[src/rtl/mic_meter_pkg.sv]
// Shared types and colour constants for the mic volume meter.
// The peak-hold marker is enabled with the MIC_METER_PEAK_HOLD_EN macro.
package mic_meter_pkg;

  localparam logic [15:0] C_BLACK    = 16'h0000;
  localparam logic [15:0] C_WHITE    = 16'hFFFF;
  localparam logic [15:0] C_GREEN    = 16'h07E0;
  localparam logic [15:0] C_YELLOW   = 16'hFFE0;
  localparam logic [15:0] C_RED      = 16'hF800;
  localparam logic [15:0] C_MAGENTA  = 16'hF81F;
  localparam logic [15:0] C_BLUE     = 16'h001F;
  localparam logic [15:0] C_ORANGE   = 16'hFC00;
  localparam logic [15:0] C_OLIVE    = 16'h8204;
  localparam logic [15:0] C_SKY      = 16'h5FFF;

  typedef struct packed {
    logic [15:0] green;
    logic [15:0] orange;
    logic [15:0] red;
    logic [15:0] bg;
    logic [15:0] peak;
  } theme_t;

  typedef enum logic [1:0] {
    IDLE,
    HOLD,
    FALL
  } peak_state_t;

  function automatic theme_t theme_lut(input logic [1:0] theme_sw);
    theme_t t;
    case (theme_sw)
      2'b00:   t = '{green: C_GREEN,   orange: C_YELLOW,  red: C_RED,     bg: C_BLACK, peak: C_WHITE};
      2'b01:   t = '{green: C_MAGENTA, orange: C_BLUE,    red: C_ORANGE,  bg: C_WHITE, peak: C_BLACK};
      2'b10:   t = '{green: C_YELLOW,  orange: C_GREEN,   red: C_MAGENTA, bg: C_BLUE,  peak: C_WHITE};
      default: t = '{green: C_OLIVE,   orange: C_MAGENTA, red: C_BLUE,    bg: C_SKY,   peak: C_BLACK};
    endcase
    return t;
  endfunction

endpackage

[src/rtl/mic_meter_ballistics.sv]
// Meter dynamics: instant-attack / timed-decay bar level and, when
// MIC_METER_PEAK_HOLD_EN is defined, the peak-hold marker FSM.
module mic_meter_ballistics
  import mic_meter_pkg::*;
#(
  parameter int VOL_W        = 5,
  parameter int NUM_BARS     = 6,
  parameter int DECAY_FRAMES = 4,
  parameter int HOLD_FRAMES  = 30,
  parameter int LVL_W        = $clog2(NUM_BARS + 1)
) (
  input  logic             clk,
  input  logic             reset,
  input  logic             frame_tick,
  input  logic [VOL_W-1:0] volume,
`ifdef MIC_METER_PEAK_HOLD_EN
  output logic [LVL_W-1:0] peak,
`endif
  output logic [LVL_W-1:0] level
);

  localparam int TW   = VOL_W + 4;
  localparam int DC_W = (DECAY_FRAMES > 1) ? $clog2(DECAY_FRAMES) : 1;

  logic [TW-1:0]    prod;
  logic [LVL_W-1:0] target;
  logic [LVL_W-1:0] level_nxt;
  logic [DC_W-1:0]  decay_cnt;
  logic [DC_W-1:0]  decay_nxt;

  assign prod   = ((TW)'(volume) + (TW)'(1)) * (TW)'(NUM_BARS);
  assign target = LVL_W'(prod >> VOL_W);

  // NOTE: every combinational output gets a default first so no path leaves it unassigned (no latch).
  always_comb begin
    level_nxt = level;
    decay_nxt = decay_cnt;
    if (target >= level) begin
      level_nxt = target;
      decay_nxt = '0;
    end else if (decay_cnt == DC_W'(DECAY_FRAMES - 1)) begin
      level_nxt = level - LVL_W'(1);
      decay_nxt = '0;
    end else begin
      decay_nxt = decay_cnt + DC_W'(1);
    end
  end

`ifdef MIC_METER_PEAK_HOLD_EN
  localparam int HOLD_W = $clog2(HOLD_FRAMES + 1);

  peak_state_t       state;
  logic [HOLD_W-1:0] hold_cnt;
`endif

  // NOTE: state registers use non-blocking assignments so every flop samples pre-edge values.
  always_ff @(posedge clk) begin
    if (reset) begin
      level     <= '0;
      decay_cnt <= '0;
`ifdef MIC_METER_PEAK_HOLD_EN
      peak      <= '0;
      hold_cnt  <= '0;
      state     <= IDLE;
`endif
    end else if (frame_tick) begin
      level     <= level_nxt;
      decay_cnt <= decay_nxt;
`ifdef MIC_METER_PEAK_HOLD_EN
      // The marker tracks the freshly updated level, so it never sits below it.
      case (state)
        IDLE: begin
          if (level_nxt != '0) begin
            peak     <= level_nxt;
            hold_cnt <= HOLD_W'(HOLD_FRAMES);
            state    <= HOLD;
          end
        end
        HOLD: begin
          if (level_nxt >= peak) begin
            peak     <= level_nxt;
            hold_cnt <= HOLD_W'(HOLD_FRAMES);
          end else if (hold_cnt == '0) begin
            state <= FALL;
          end else begin
            hold_cnt <= hold_cnt - HOLD_W'(1);
          end
        end
        FALL: begin
          if (level_nxt >= peak) begin
            peak     <= level_nxt;
            hold_cnt <= HOLD_W'(HOLD_FRAMES);
            state    <= HOLD;
          end else begin
            peak <= peak - LVL_W'(1);
            if (peak == LVL_W'(1)) state <= IDLE;
          end
        end
        default: state <= IDLE;
      endcase
`endif
    end
  end

endmodule

[src/rtl/mic_volume_meter.sv]
// Stacked-bar mic volume meter for the 96x64 OLED with registered RGB565 output.
// Define MIC_METER_PEAK_HOLD_EN to add the peak-hold marker.
module mic_volume_meter
  import mic_meter_pkg::*;
#(
  parameter int VOL_W        = 5,
  parameter int NUM_BARS     = 6,
  parameter int BAR_H        = 5,
  parameter int X_MIN        = 18,
  parameter int X_MAX        = 77,
  parameter int Y_BOTTOM     = 46,
  parameter int DECAY_FRAMES = 4,
  parameter int HOLD_FRAMES  = 30
) (
  input  logic             clk,
  input  logic             reset,
  input  logic             frame_tick,
  input  logic [VOL_W-1:0] volume,
  input  logic [6:0]       x,
  input  logic [5:0]       y,
  input  logic [1:0]       theme_sw,
  output logic [15:0]      oled_data
);

  localparam int LVL_W = $clog2(NUM_BARS + 1);

  logic [LVL_W-1:0] level;
  theme_t           theme;
  logic [15:0]      pixel;
  logic             in_bar;
  int               xi;
  int               yi;
  int               bar;

`ifdef MIC_METER_PEAK_HOLD_EN
  logic [LVL_W-1:0] peak;
`else
  logic unused_peak_colour;
  assign unused_peak_colour = ^theme.peak;
`endif

  mic_meter_ballistics #(
    .VOL_W        (VOL_W),
    .NUM_BARS     (NUM_BARS),
    .DECAY_FRAMES (DECAY_FRAMES),
    .HOLD_FRAMES  (HOLD_FRAMES),
    .LVL_W        (LVL_W)
  ) u_ballistics (
    .clk        (clk),
    .reset      (reset),
    .frame_tick (frame_tick),
    .volume     (volume),
`ifdef MIC_METER_PEAK_HOLD_EN
    .peak       (peak),
`endif
    .level      (level)
  );

  always_comb begin
    theme  = theme_lut(theme_sw);
    xi     = int'(x);
    yi     = int'(y);
    in_bar = 1'b0;
    bar    = 0;
    pixel  = theme.bg;
    // Bars stack upward from Y_BOTTOM; bar index is the row offset divided by bar height.
    if (xi >= X_MIN && xi <= X_MAX && yi <= Y_BOTTOM && yi > Y_BOTTOM - NUM_BARS * BAR_H) begin
      in_bar = 1'b1;
      bar    = (Y_BOTTOM - yi) / BAR_H;
    end
    if (in_bar) begin
`ifdef MIC_METER_PEAK_HOLD_EN
      if (peak != '0 && bar == int'(peak) - 1) begin
        pixel = theme.peak;
      end else
`endif
      if (bar < int'(level)) begin
        if (3 * bar < NUM_BARS)          pixel = theme.green;
        else if (3 * bar < 2 * NUM_BARS) pixel = theme.orange;
        else                             pixel = theme.red;
      end
    end
  end

  always_ff @(posedge clk) begin
    if (reset) oled_data <= 16'h0000;
    else       oled_data <= pixel;
  end

endmodule
[config.mk]
export PLATFORM = sky130hd
export DESIGN_NAME = mic_volume_meter
export DESIGN_NICKNAME = d
export VERILOG_FILES = /design/src/rtl/mic_meter_pkg.sv /design/src/rtl/mic_meter_ballistics.sv /design/src/rtl/mic_volume_meter.sv
export SDC_FILE = /design/constraint.sdc
export NUM_CORES = 1
export LEC_CHECK = 0
export CAP_MARGIN = 20
export CORE_ASPECT_RATIO = 2
export CORE_MARGIN = 8
export CORE_UTILIZATION = 59
export DETAILED_ROUTE_END_ITERATION = 8
export DONT_BUFFER_PORTS = 1
export PLACE_DENSITY = 0.75
export SYNTH_ARGS = -nofsm -noshare
export SYNTH_HDL_FRONTEND = slang
export SYNTH_SLANG_ARGS = --single-unit
[constraint.sdc]
create_clock -name clk -period 15 [get_ports clk]
set_input_delay 1.5 -clock clk [delete_from_list [all_inputs] [get_ports clk]]
set_output_delay 1.5 -clock clk [all_outputs]
set_load 0.01 [all_outputs]
Yosys cells after proc, flatten, opt, wreduce, memory -nomap -nowiden
Cells that the tools add are included.
Widths: inputs -> output; s select.
{ "totals": {"word_cells": 38, "register_bits": 21, "out_inout_bits": 16, "input_bits": 23} }
{ "op_classes": {"add_sub_neg": 4, "mul": 2, "n_reduce_logical": 6, "muxes": 11, "n_div": 1, "n_eq_ne": 3, "order_cmp": 8} }
{ "op_table": {"columns": ["op", "count"], "rows": [
  ["$pmux 80 s3", 1],
  ["$mux 16", 4],
  ["$div 32x4->32 const B", 1],
  ["$lt 32x4->1", 1],
  ["$lt 32x4->1 const B", 1],
  ["$lt 32x5->1 const B", 1],
  ["$mul 3x32->32 const A", 1],
  ["$mux 32", 1],
  ["$mul 9x2->7 const B", 1],
  ["$ge 7x5->1 const B", 1],
  ["$le 7x7->1 const B", 1],
  ["$sub 6x6->7 const A", 1],
  ["$add 5x1->6 const B", 1],
  ["$gt 6x5->1 const B", 1],
  ["$le 6x6->1 const B", 1],
  ["$mux 3", 2],
  ["$eq 2x2->1 const B", 2],
  ["$mux 2", 2],
  ["$ge 3x3->1", 1],
  ["$logic_and 1x1->1", 3],
  ["$sub 3x1->3 const B", 1],
  ["$add 2x1->2 const B", 1],
  ["$eq 2x1->1 const B", 1],
  ["$logic_not 2->1", 1],
  ["other kinds (3)", 3]
]} }

Depth between registers and ports, before layout
Gate-level depths: netlist of the first run.
{ "logic_depth": {"word_depth": 11, "ltp_mapped": 34, "depth_no_buf": 33} }

Modules after synthesis
From an unflattened synthesis of the first run, not the netlist that was laid out.
{ "unflattened": {"hier_cells": 688, "area_unflattened_um2": 5108.6} }
{ "by_module_without_submodules": {"columns": ["mod", "seq_area_each_um2", "cells_per_inst", "n_inst", "area_per_inst_um2"], "rows": [
  ["mic_volume_meter", 160.2, 620, 1, 4513.1],
  ["mic_meter_ballistics", 100.1, 68, 1, 595.6]
]} }

Worst setup path before layout of the first run
No wires, ideal clock.
{ "synth_path": {"path_type": "in2reg", "start": "input port y[0]", "end": "register oled_data[15]", "setup_time_ns": 0.135, "cell_stages": 34, "path_slack_ns": 6.635, "required_ns": 14.865, "arrival_ns": 8.230, "path_buffers": 1, "path_cell_list": "inv_1 ha_1 nor2b_1 a21oi_1 o211ai_2 xor2_2 nor2_1 o22ai_1 a21oi_1 ha_1 nand2b_1 o22ai_1 a211oi_1 a311o_1 and3_1 ha_1 nor3_1 a31oi_1 and2_1 buf_2 xnor2_1 ha_1 fa_1 a211oi_2 o21ai_1 a211oi_2 o21ai_0 a2111o_1 or4_4 nor4_4 nand3_4 mux2i_1 o31ai_1 a31oi_1"} }
{ "synth_via": {"elab_chain_len": 10, "word_cells_on_any_way": 16, "cone_classes": "add/sub (1); mul (1); div (1); order compare (5); mux (6); reduce/logical (2)"} }
{ "synth_lines": {"columns": ["element", "line", "rtl"], "rows": [
  ["start: declaration", "mic_volume_meter.sv:20", "input logic [5:0] y,"],
  ["branches (longest 9 deep; another with $div 32x4->32)", null, null],
  ["$mux 16 (*)", "mic_volume_meter.sv:71", "if (in_bar) begin"],
  ["end signal: assignment", "mic_volume_meter.sv:87", "else oled_data <= pixel;"],
  ["end: declaration", "mic_volume_meter.sv:22", "output logic [15:0] oled_data"]
]} }
Every way passes the cells marked *.
A chain may end at the register's enable or synchronous reset.

Worst setup path in the final report of the first run
Ends and elaborated chain as after synthesis.

==> results of run 1 <==
final cells by class:
cell class | count | area share, %
repair buffers | 1 | 0.1531
well taps | 98 | 2.501
inverters | 54 | 4.135
multi-input cells | 544 | 86.29
clock buffers | 4 | 1.608
flip-flops and latches | 13 | 5.309
worst paths after layout:
check,from,end,slack [ns],cells after the start
setup / recovery,y[0],oled_data[15],5.47,33
hold / removal,u_ballistics.decay_cnt[1],u_ballistics.decay_cnt[1],0.48,2
hold reg to reg,u_ballistics.decay_cnt[1],u_ballistics.decay_cnt[1],0.48,2
setup reg to reg,u_ballistics.level[1],oled_data[10],12.62,8
logic make-up after synthesis:
family	after synthesis	share of synthesized area (%)
AOI/OAI and AO/OA	205	31.08
and+or+nand+nor	204	22.97
adders and majority gates	101	25.86
buffers and inverters	89	8.280
xor gates and xnor gates	25	4.626
DFF	13	5.316
muxes	9	1.866
critical path: cells and delay by family:
| kind | cells | cell delay, ns |
|---|---|---|
| AO/OA/AOI/OAI | 16 | 3.45 |
| adder cells (fa/ha/maj) | 5 | 1.74 |
| AND/OR/NAND/NOR | 8 | 2.19 |
| XOR/XNOR | 2 | 0.51 |
| multiplexers | 1 | 0.15 |
| buffers and inverters | 1 | 0.06 |
cell usage after synthesis, drive strengths merged, types with 7 or more instances:
cell    count
a211oi     10
a21o       11
a21oi      51
a31o       15
a31oi       8
and2        8
and3        7
buf        24
clkbuf     11
dfxtp      13
ha         98
inv        54
mux2i       8
nand2      44
nand2b     13
nand3      16
nand3b      7
nand4       9
nor2       37
nor2b       9
nor3       15
o21a       11
o21ai      33
o31ai      10
or2        17
xnor2      13
xor2       12
metal layers:
| metal | vias up | global-route usage [%] | routed length, um |
|---|---|---|---|
| li1 | 2319 | - | - |
| met1 | 2237 | 19.15 | 4332 |
| met2 | 140 | 44.69 | 7200 |
| met3 | 60 | 1.361 | 408 |
| met4 | 0 | 14.19 | 798 |
| met5 | - | 0 | 0 |
registers in the layout, summed over array words and instances (netlist names):
name                    cells
oled_data                   8
u_ballistics.decay_cnt      2
u_ballistics.level          3
where the power goes:
part / leakage, nW / switching (W) / total [W] / internal [W]
Sequential: 0.108 / 0.00000690 / 0.0000472 / 0.0000403
Clock: 0.0382 / 0.0000140 / 0.0000498 / 0.0000358
Combinational: 2.29 / 0.000117 / 0.000191 / 0.0000735
Total: 2.43 / 0.000138 / 0.000288 / 0.000150
metrics by stage:
step | worst slack [ns] | instance area [um^2]
after floorplan | 6.635 | 4896
after global placement | 5.454 | 4823
after detailed placement | 5.317 | 4823
after CTS | 5.530 | 4902
after global routing | 4.865 | 4902
final | 5.468 | 4902
cell usage in the layout, fill, tap and decap left out, types with 4 or more instances in the layout:
master      n
nor3b_1     4
nand2b_1   13
and2_1      8
a211oi_1    6
or2_2      15
nor2_1     37
a211oi_2    4
and3_1      7
nand2_1    44
a21oi_1    49
o21ai_1     6
nand4_1     9
nand3_1    14
or3_1       5
nor2b_1     9
o211ai_1    4
a21o_1     11
xnor2_1    13
a31oi_1     8
ha_1       98
a31o_2     15
o31ai_1     8
inv_1      54
nor3_1     14
dfxtp_1    13
nand3b_1    7
o21ai_0    26
o2111ai_1   4
o21a_1     10
xor2_1     11
mux2i_1     8
o22ai_1     5
a211o_1     4
==> results.json, run 1 <==
{
  "worst-path-max-fanout": 14,
  "cp-end-kind": "flop",
  "hpwl_mm": 10.35,
  "synthCells": 646,
  "power.total_w": 0.0002878,
  "routed_wl_mm": 12.74,
  "viasPerCell": 6.661,
  "synth.net_count": 768,
  "final_nets": 739,
  "nFillCells": 781,
  "setup_tns_ns": 0,
  "cpMaxStageDelayCell": "or4_4",
  "num_vias": 4756,
  "numPortBuffers": 0,
  "cts-root-buf": "clkbuf_16",
  "min_period_ns": 9.532,
  "ys_top_cells_by_area": "ha_1 (25%), dfxtp_1 (5.3%), a21oi_1 (5.0%)",
  "ios": 39,
  "clock-sinks": 13,
  "fp.dieH_um": 144.8,
  "crit_path_start_kind": "input pin",
  "path_clk_slew_ns": 0.04,
  "post_cts_buffers": 0,
  "synth_top_area_cell": "ha_1",
  "whs_ns": 0.4822,
  "die_area_um2": 11650,
  "grt_remaining_overflow": 0,
  "hold_path_class": "flop to flop",
  "maxSlewHeadroom_pct": 34.00,
  "setup_viol": 0,
  "placed_cells": 710,
  "synth_flop_cell": "dfxtp_1",
  "grt_usage_pct": 21.96,
  "antenna_found_initial": 0,
  "timing.final.max_slew_violations": 0,
  "slowest_delay_ns": 0.53,
  "final_util_pct": 59.97,
  "stdcell_count": 714,
  "finalWeightedCongestion": 0.8906,
  "grt_start_max_net_pins": 27,
  "clk-insertion-delay-late_ns": 0.24,
  "ys_warn_count": 0,
  "fin_crit_sh_pct": 63.54,
  "multi_input_area_um2": 4230,
  "ir_drop_mv": 0.03439,
  "hold_buffers": 0,
  "wire_per_inst_um": 17.84,
  "htree_levels": 1,
  "first_pass_iters": 5,
  "required_ns": 15.08,
  "synth_area_per_cell_um2": 7.579,
  "drcViolationCount": 0,
  "grt_pass1_wl_mm": 21.28,
  "synth_edf_count": 0,
  "ys_ff_latch": 13,
  "p_leak_nw": 2.434,
  "ctsResizeCount": 0,
  "yosys.area.top_type_share_pct": 25.04,
  "drive_above_1_share_pct": 9.740,
  "ant_nets": 0,
  "async_reset_ff_share_pct": 0,
  "rows": 47,
  "power.density_nw_per_um2": 58.71,
  "fmax_ghz": 0.1049,
  "grt_pass1_vias": 4861,
  "yosysSeqAreaShare_pct": 5.316,
  "regArea_um2": 260.3,
  "synth_cell_type_count": 86,
  "synth_area_um2": 4896,
  "clockBufferDepth": 2,
  "tritoncts": "done",
  "crit_path_frequent_cell": "ha_1",
  "cp.arrival_ns": 9.62,
  "core-area_um2": 8174,
  "die_w_um": 80.42,
  "syn2layout_area_growth_pct": 0.1277,
  "worst_pin_slew_ns": 0.9833,
  "drt_first_iter_violations": 254,
  "status": "complete, no violations",
  "drv_cap": 0,
  "cts_buffers": 3,
  "clock-skew-final_ns": 0.006387,
  "diodes": 0,
  "rsz0062_at_grt": "false",
  "crit_type": "input pin to flop",
  "hold_viol_final": 0,
  "initial_utilization_pct": 59.90
}
(Power assumes the default switching activity.)
==> run 2, diff against run 1 <==
--- a/config.mk
+++ b/config.mk
@@ -11,7 +11,7 @@
 export CORE_UTILIZATION = 59
 export DETAILED_ROUTE_END_ITERATION = 8
 export DONT_BUFFER_PORTS = 1
-export PLACE_DENSITY = 0.75
+export PLACE_DENSITY = 0.78
 export SYNTH_ARGS = -nofsm -noshare
 export SYNTH_HDL_FRONTEND = slang
 export SYNTH_SLANG_ARGS = --single-unit
==> constraint.sdc (replaced) <==
create_clock -name clk -period 8.2 [get_ports clk]
set_input_delay 0.82 -clock clk [delete_from_list [all_inputs] [get_ports clk]]
set_output_delay 0.82 -clock clk [all_outputs]
set_load 0.01 [all_outputs]
==> results.json, run 2 (synthesis gave the netlist of run 1 again) <==
{
  "drv_cap": 0,
  "largest_register_ffs": 8,
  "fmax_ghz": 0.1277,
  "antenna_found_initial": 0,
  "grt_usage_pct": 22.73,
  "ant_nets": 0,
  "ios": 39,
  "p_leak_nw": 2.574,
  "core-area_um2": 8174,
  "initial_utilization_pct": 59.90,
  "fp.dieH_um": 144.8,
  "clockBufferDepth": 2,
  "internal_power_w": 0.0002907,
  "worst_pin_slew_ns": 1.031,
  "min_period_ns": 7.830,
  "max_flop_register": "oled_data",
  "reg.largest.list": "oled_data: 8 flops, u_ballistics.level: 3 flops, u_ballistics.decay_cnt: 2 flops",
  "slowest_delay_ns": 0.51,
  "timing.final.max_slew_violations": 0,
  "viasPerCell": 6.535,
  "place_ws_ns": -0.1289,
  "grt_start_max_net_pins": 27,
  "rows": 47,
  "syn2layout_area_growth_pct": 5.622,
  "final_util_pct": 63.26,
  "setup_viol": 0,
  "required_ns": 8.36,
  "power.switching_w": 0.0002598,
  "seqPwrFrac_pct": 15.7,
  "diodes": 0,
  "die_w_um": 80.42,
  "fin_crit_sh_pct": 95.49,
  "wire_per_inst_um": 18.04,
  "power.density_nw_per_um2": 106.5,
  "crit_path_frequent_cell": "ha_1",
  "cp-end-kind": "flop",
  "crit_path_start": "y[0]",
  "routed_wl_mm": 13.35,
  "tritoncts": "done",
  "combPwrFrac_pct": 68.1,
  "clock-skew-final_ns": 0.0004458,
  "drcViolationCount": 0,
  "drt_first_iter_violations": 226,
  "clock-sinks": 13,
  "most-common-layout-cells": "ha_1 (96), inv_1 (54), a21oi_1 (47)",
  "final_nets": 765,
  "nFillCells": 766,
  "postLayoutSetupSlackWorst_ns": 0.3699,
  "grt_pass1_wl_mm": 21.89,
  "crit_type": "input pin to flop",
  "grt_remaining_overflow": 0,
  "clkPwrFrac_pct": 16.2,
  "hold_buffers": 0,
  "worst-path-max-fanout": 9,
  "hold_path_class": "flop to flop",
  "clk-insertion-delay-late_ns": 0.24,
  "crit_path_start_kind": "input pin",
  "switching_share_pct": 47.20,
  "hpwl_mm": 10.87,
  "die_area_um2": 11650,
  "drive_above_1_share_pct": 15.58,
  "regToRegStartpoint": "u_ballistics.level[1]",
  "status": "complete, no violations",
  "final_area_um2": 5171,
  "ir_drop_mv": 0.05844,
  "path_clk_slew_ns": 0.04,
  "finalWeightedCongestion": 0.9194,
  "htree_levels": 1,
  "cts-root-buf": "clkbuf_16",
  "placed_cell_area_um2": 5004,
  "first_pass_iters": 4,
  "power.total_w": 0.0005506,
  "maxSlewHeadroom_pct": 30.51,
  "setup_tns_ns": 0,
  "cts_buffers": 3,
  "numPortBuffers": 0,
  "hold_viol_final": 0,
  "grt_pass1_vias": 4974,
  "num_vias": 4836,
  "cp.arrival_ns": 7.99,
  "min_from": "u_ballistics.decay_cnt[1]",
  "mostFrequentLayoutCell": "ha_1",
  "cpMaxStageDelayCell": "or4_4"
}
-- run 2: cell types whose count changed in the layout (fill, tap and decap cells not counted), moves of 2 or more --
cell / delta
a21oi_1: -2
a211oi_1: -2
ha_2: +2
buf_4: +26
ha_1: -2
a211oi_2: +2
a21oi_2: +2
o21ai_0: -2
-- run 2: routing by layer --
metal  vias up  track usage [%]  share of wire [%]
li1       2365                -                  -
met5         -                0                  0
met3        46            1.114                2.1
met2       106            46.60                 59
met1      2319            19.91                 34
met4         0            14.09                4.8
-- run 2: worst max-delay path, delay by kind of cell --
family	cells	cell delay (ns)
AO/OA/AOI/OAI	15	2.77
XOR/XNOR	1	0.19
adder cells (fa/ha/maj)	6	1.62
buffers and inverters	4	0.60
AND/OR/NAND/NOR	9	1.98
-- run 2: power groups by stage --
stage                     Sequential (W)  Clock (W)  Combinational, W
after detailed placement       0.0000876          0          0.000360
after CTS                      0.0000866  0.0000909          0.000363
after floorplan                0.0000826          0          0.000285
after global placement         0.0000876          0          0.000346
final                          0.0000862  0.0000894          0.000375
after global routing           0.0000883  0.0000935          0.000418
-- run 2: repair_timing --
action / in CTS / in global routing
setup endpoints to repair: 0 / 8
buffers inserted: 0 / 2
resized for setup: 0 / 21
-- run 2: cell type report --
cell class              instances  area, um^2  area share [%]
multi-input cells             544        4304           83.23
flip-flops and latches         13       260.3           5.033
repair buffers                 27       202.7           3.920
inverters                      54       202.7           3.920
well taps                      98       122.6           2.371
clock buffers                   4       78.83           1.524
-- run 2: through the flow --
stage	instances	hold WS, ns
5_1_grt	740	0.4885
3_3_place_gp	734	0.4612
3_5_place_dp	734	0.4670
4_1_cts	738	0.4726
2_1_floorplan	646	0.4488
6_report	740	0.4726
-- run 2: final timing paths --
kind	to	cells after the start	slack, ns
setup / recovery	oled_data[15]	35	0.37
hold / removal	u_ballistics.decay_cnt[1]	2	0.47
setup reg to reg	oled_data[10]	8	5.83
hold reg to reg	u_ballistics.decay_cnt[1]	2	0.47
==> run 3, diff against run 2 <==
--- a/config.mk
+++ b/config.mk
@@ -12,6 +12,7 @@
 export DETAILED_ROUTE_END_ITERATION = 8
 export DONT_BUFFER_PORTS = 1
 export PLACE_DENSITY = 0.78
+export SETUP_SLACK_MARGIN = 0.3
 export SYNTH_ARGS = -nofsm -noshare
 export SYNTH_HDL_FRONTEND = slang
 export SYNTH_SLANG_ARGS = --single-unit
==> results.json, run 3 (synthesis gave the netlist of run 1 again) <==
{
  "fmax_ghz": 0.1283,
  "ir_drop_mv": 0.05835,
  "rows": 47,
  "fp.dieH_um": 144.8,
  "regToRegStartpoint": "u_ballistics.level[1]",
  "drt_first_iter_violations": 280,
  "finalWeightedCongestion": 0.9194,
  "die_w_um": 80.42,
  "antenna_found_initial": 0,
  "drv_cap": 0,
  "rsz0062_at_grt": "false",
  "wire_per_inst_um": 18.26,
  "p_leak_nw": 2.641,
  "grt_remaining_overflow": 0,
  "multi_input_area_um2": 4471,
  "setup_tns_ns": 0,
  "min_to": "u_ballistics.decay_cnt[1]",
  "grt_pass1_wl_mm": 21.96,
  "grt_start_max_net_pins": 27,
  "required_ns": 8.28,
  "power.density_nw_per_um2": 107.1,
  "crit_path_start_kind": "input pin",
  "routed.top_layer": "met4",
  "htree_levels": 1,
  "r2r-end": "oled_data[10]",
  "drive_above_1_share_pct": 21.16,
  "cts-root-buf": "clkbuf_16",
  "die_area_um2": 11650,
  "clk-insertion-delay-late_ns": 0.24,
  "final_util_pct": 66.68,
  "max_flop_register": "oled_data",
  "cp.arrival_ns": 7.87,
  "clock-skew-final_ns": 0.0007807,
  "cpMaxStageDelayCell": "a2111oi_0",
  "crit_buf_inv": 4,
  "regArea_um2": 260.3,
  "hold_buffers": 0,
  "hold_path_class": "flop to flop",
  "maxSlewHeadroom_pct": 42.64,
  "first_pass_iters": 4,
  "min_from": "u_ballistics.decay_cnt[1]",
  "worst_pin_slew_ns": 0.8604,
  "cp-end-kind": "flop",
  "num_vias": 4988,
  "setup_viol": 0,
  "grt_pass1_vias": 5017,
  "ios": 39,
  "reg.largest.list": "oled_data: 8 flops, u_ballistics.level: 3 flops, u_ballistics.decay_cnt: 2 flops",
  "reg2regPathDepth": 8,
  "diodes": 0,
  "min_period_ns": 7.792,
  "wl_met3_um": 329,
  "ant_nets": 0,
  "mostFrequentLayoutCell": "ha_1",
  "core-area_um2": 8174,
  "drcViolationCount": 0,
  "r2r_slack_ns": 5.83,
  "grt_usage_pct": 22.81,
  "initial_utilization_pct": 59.90,
  "most-common-layout-cells": "ha_1 (89), inv_1 (52), a21oi_1 (45)",
  "crit_path_frequent_cell": "buf_4",
  "worst-path-max-fanout": 9,
  "timing.final.max_slew_violations": 0,
  "syn2layout_area_growth_pct": 11.32,
  "cts_buffers": 3,
  "viasPerCell": 6.607,
  "path_clk_slew_ns": 0.04,
  "largest_register_ffs": 8,
  "clockBufferDepth": 2,
  "clock-sinks": 13,
  "slowest_delay_ns": 0.54,
  "final_nets": 780,
  "fin_crit_sh_pct": 95.02,
  "cp.depth": 34,
  "status": "complete, no violations",
  "crit_type": "input pin to flop",
  "critPathTopFamily": "compound AO/OA/AOI/OAI gates",
  "numPortBuffers": 0,
  "hold_viol_final": 0,
  "wl_met2_mm": 7.981,
  "nFillCells": 719,
  "hpwl_mm": 10.87,
  "tritoncts": "done",
  "routed_wl_mm": 13.79,
  "holdPathStages": 2,
  "wirelength_met1_mm": 4.703
}
==> run 3: cell types whose count changed in the layout (fill, tap and decap cells not counted), moves of 2 or more <==
cell and delta:
a21oi_1 -2, a21oi_2 +2, and3_4 +2, buf_4 +12
ha_1 -7, ha_2 +3, ha_4 +4, inv_1 -2
o21ai_2 +2, xor2_1 -2, xor2_2 +2
==> run 3: layout make-up <==
type / count / area share, %
Sequential cell: 13 / 4.775
Inverter: 54 / 3.788
Multi-Input combinational cell: 545 / 82.02
Tap cell: 98 / 2.250
Clock buffer: 4 / 1.446
Timing Repair Buffer: 41 / 5.716
==> run 3: per-layer routing <==
metal  GRT usage (%)  up-vias
li1                -     2403
met2           46.81      146
met4           14.19        0
met1           19.96     2381
met5               0        -
met3           1.052       58
==> run 3: worst max-delay path by stage <==
stage | start | to | slack [ns]
3_5_place_dp | y[0] | oled_data[13] | -0.13
2_1_floorplan | y[0] | oled_data[15] | 0.51
5_1_grt | y[0] | oled_data[13] | 0.19
3_3_place_gp | y[0] | oled_data[14] | -0.03
6_report | y[0] | oled_data[13] | 0.41
4_1_cts | y[0] | oled_data[13] | 0.33
==> run 3: timing repair <==
item | 4_1_cts | 5_1_grt
buffers inserted | 0 | 15
endpoints found under the setup margin | 7 | 8
cloned | 0 | 1
resized for setup | 5 | 46
pin swaps | 3 | 25
endpoints found under the hold margin | 0 | 0
==> run 3: metrics by stage <==
stage	setup WS [ns]	hold WS (ns)	instance area (um^2)	cells	total power [W]
floorplan	0.5146	0.4488	4896	646	0.0003680
global placement	-0.02748	0.4612	5004	734	0.0004334
detailed placement	-0.1289	0.4670	5004	734	0.0004475
CTS	0.3260	0.4726	5104	738	0.0005423
global route	0.1867	0.4885	5450	755	0.0006316
finish	0.4080	0.4698	5450	755	0.0005835
==> run 3: worst register-to-register path, cell delays in order, from the launching register on <==
cell and delay [ns]:
dfxtp_1 0.32, inv_1 0.08, ha_1 0.21, nand2b_1 0.16, nor4_1 0.23, nand4_1 0.18, a311oi_4 0.62, nor3_1 0.13
a2111oi_2 0.34
==> run 3: report_power, final <==
| group | switching (W) | internal [W] | total, W |
|---|---|---|---|
| clock network | 0.0000240 | 0.0000653 | 0.0000893 |
| logic | 0.000236 | 0.000172 | 0.000408 |
| registers | 0.0000124 | 0.0000737 | 0.0000861 |
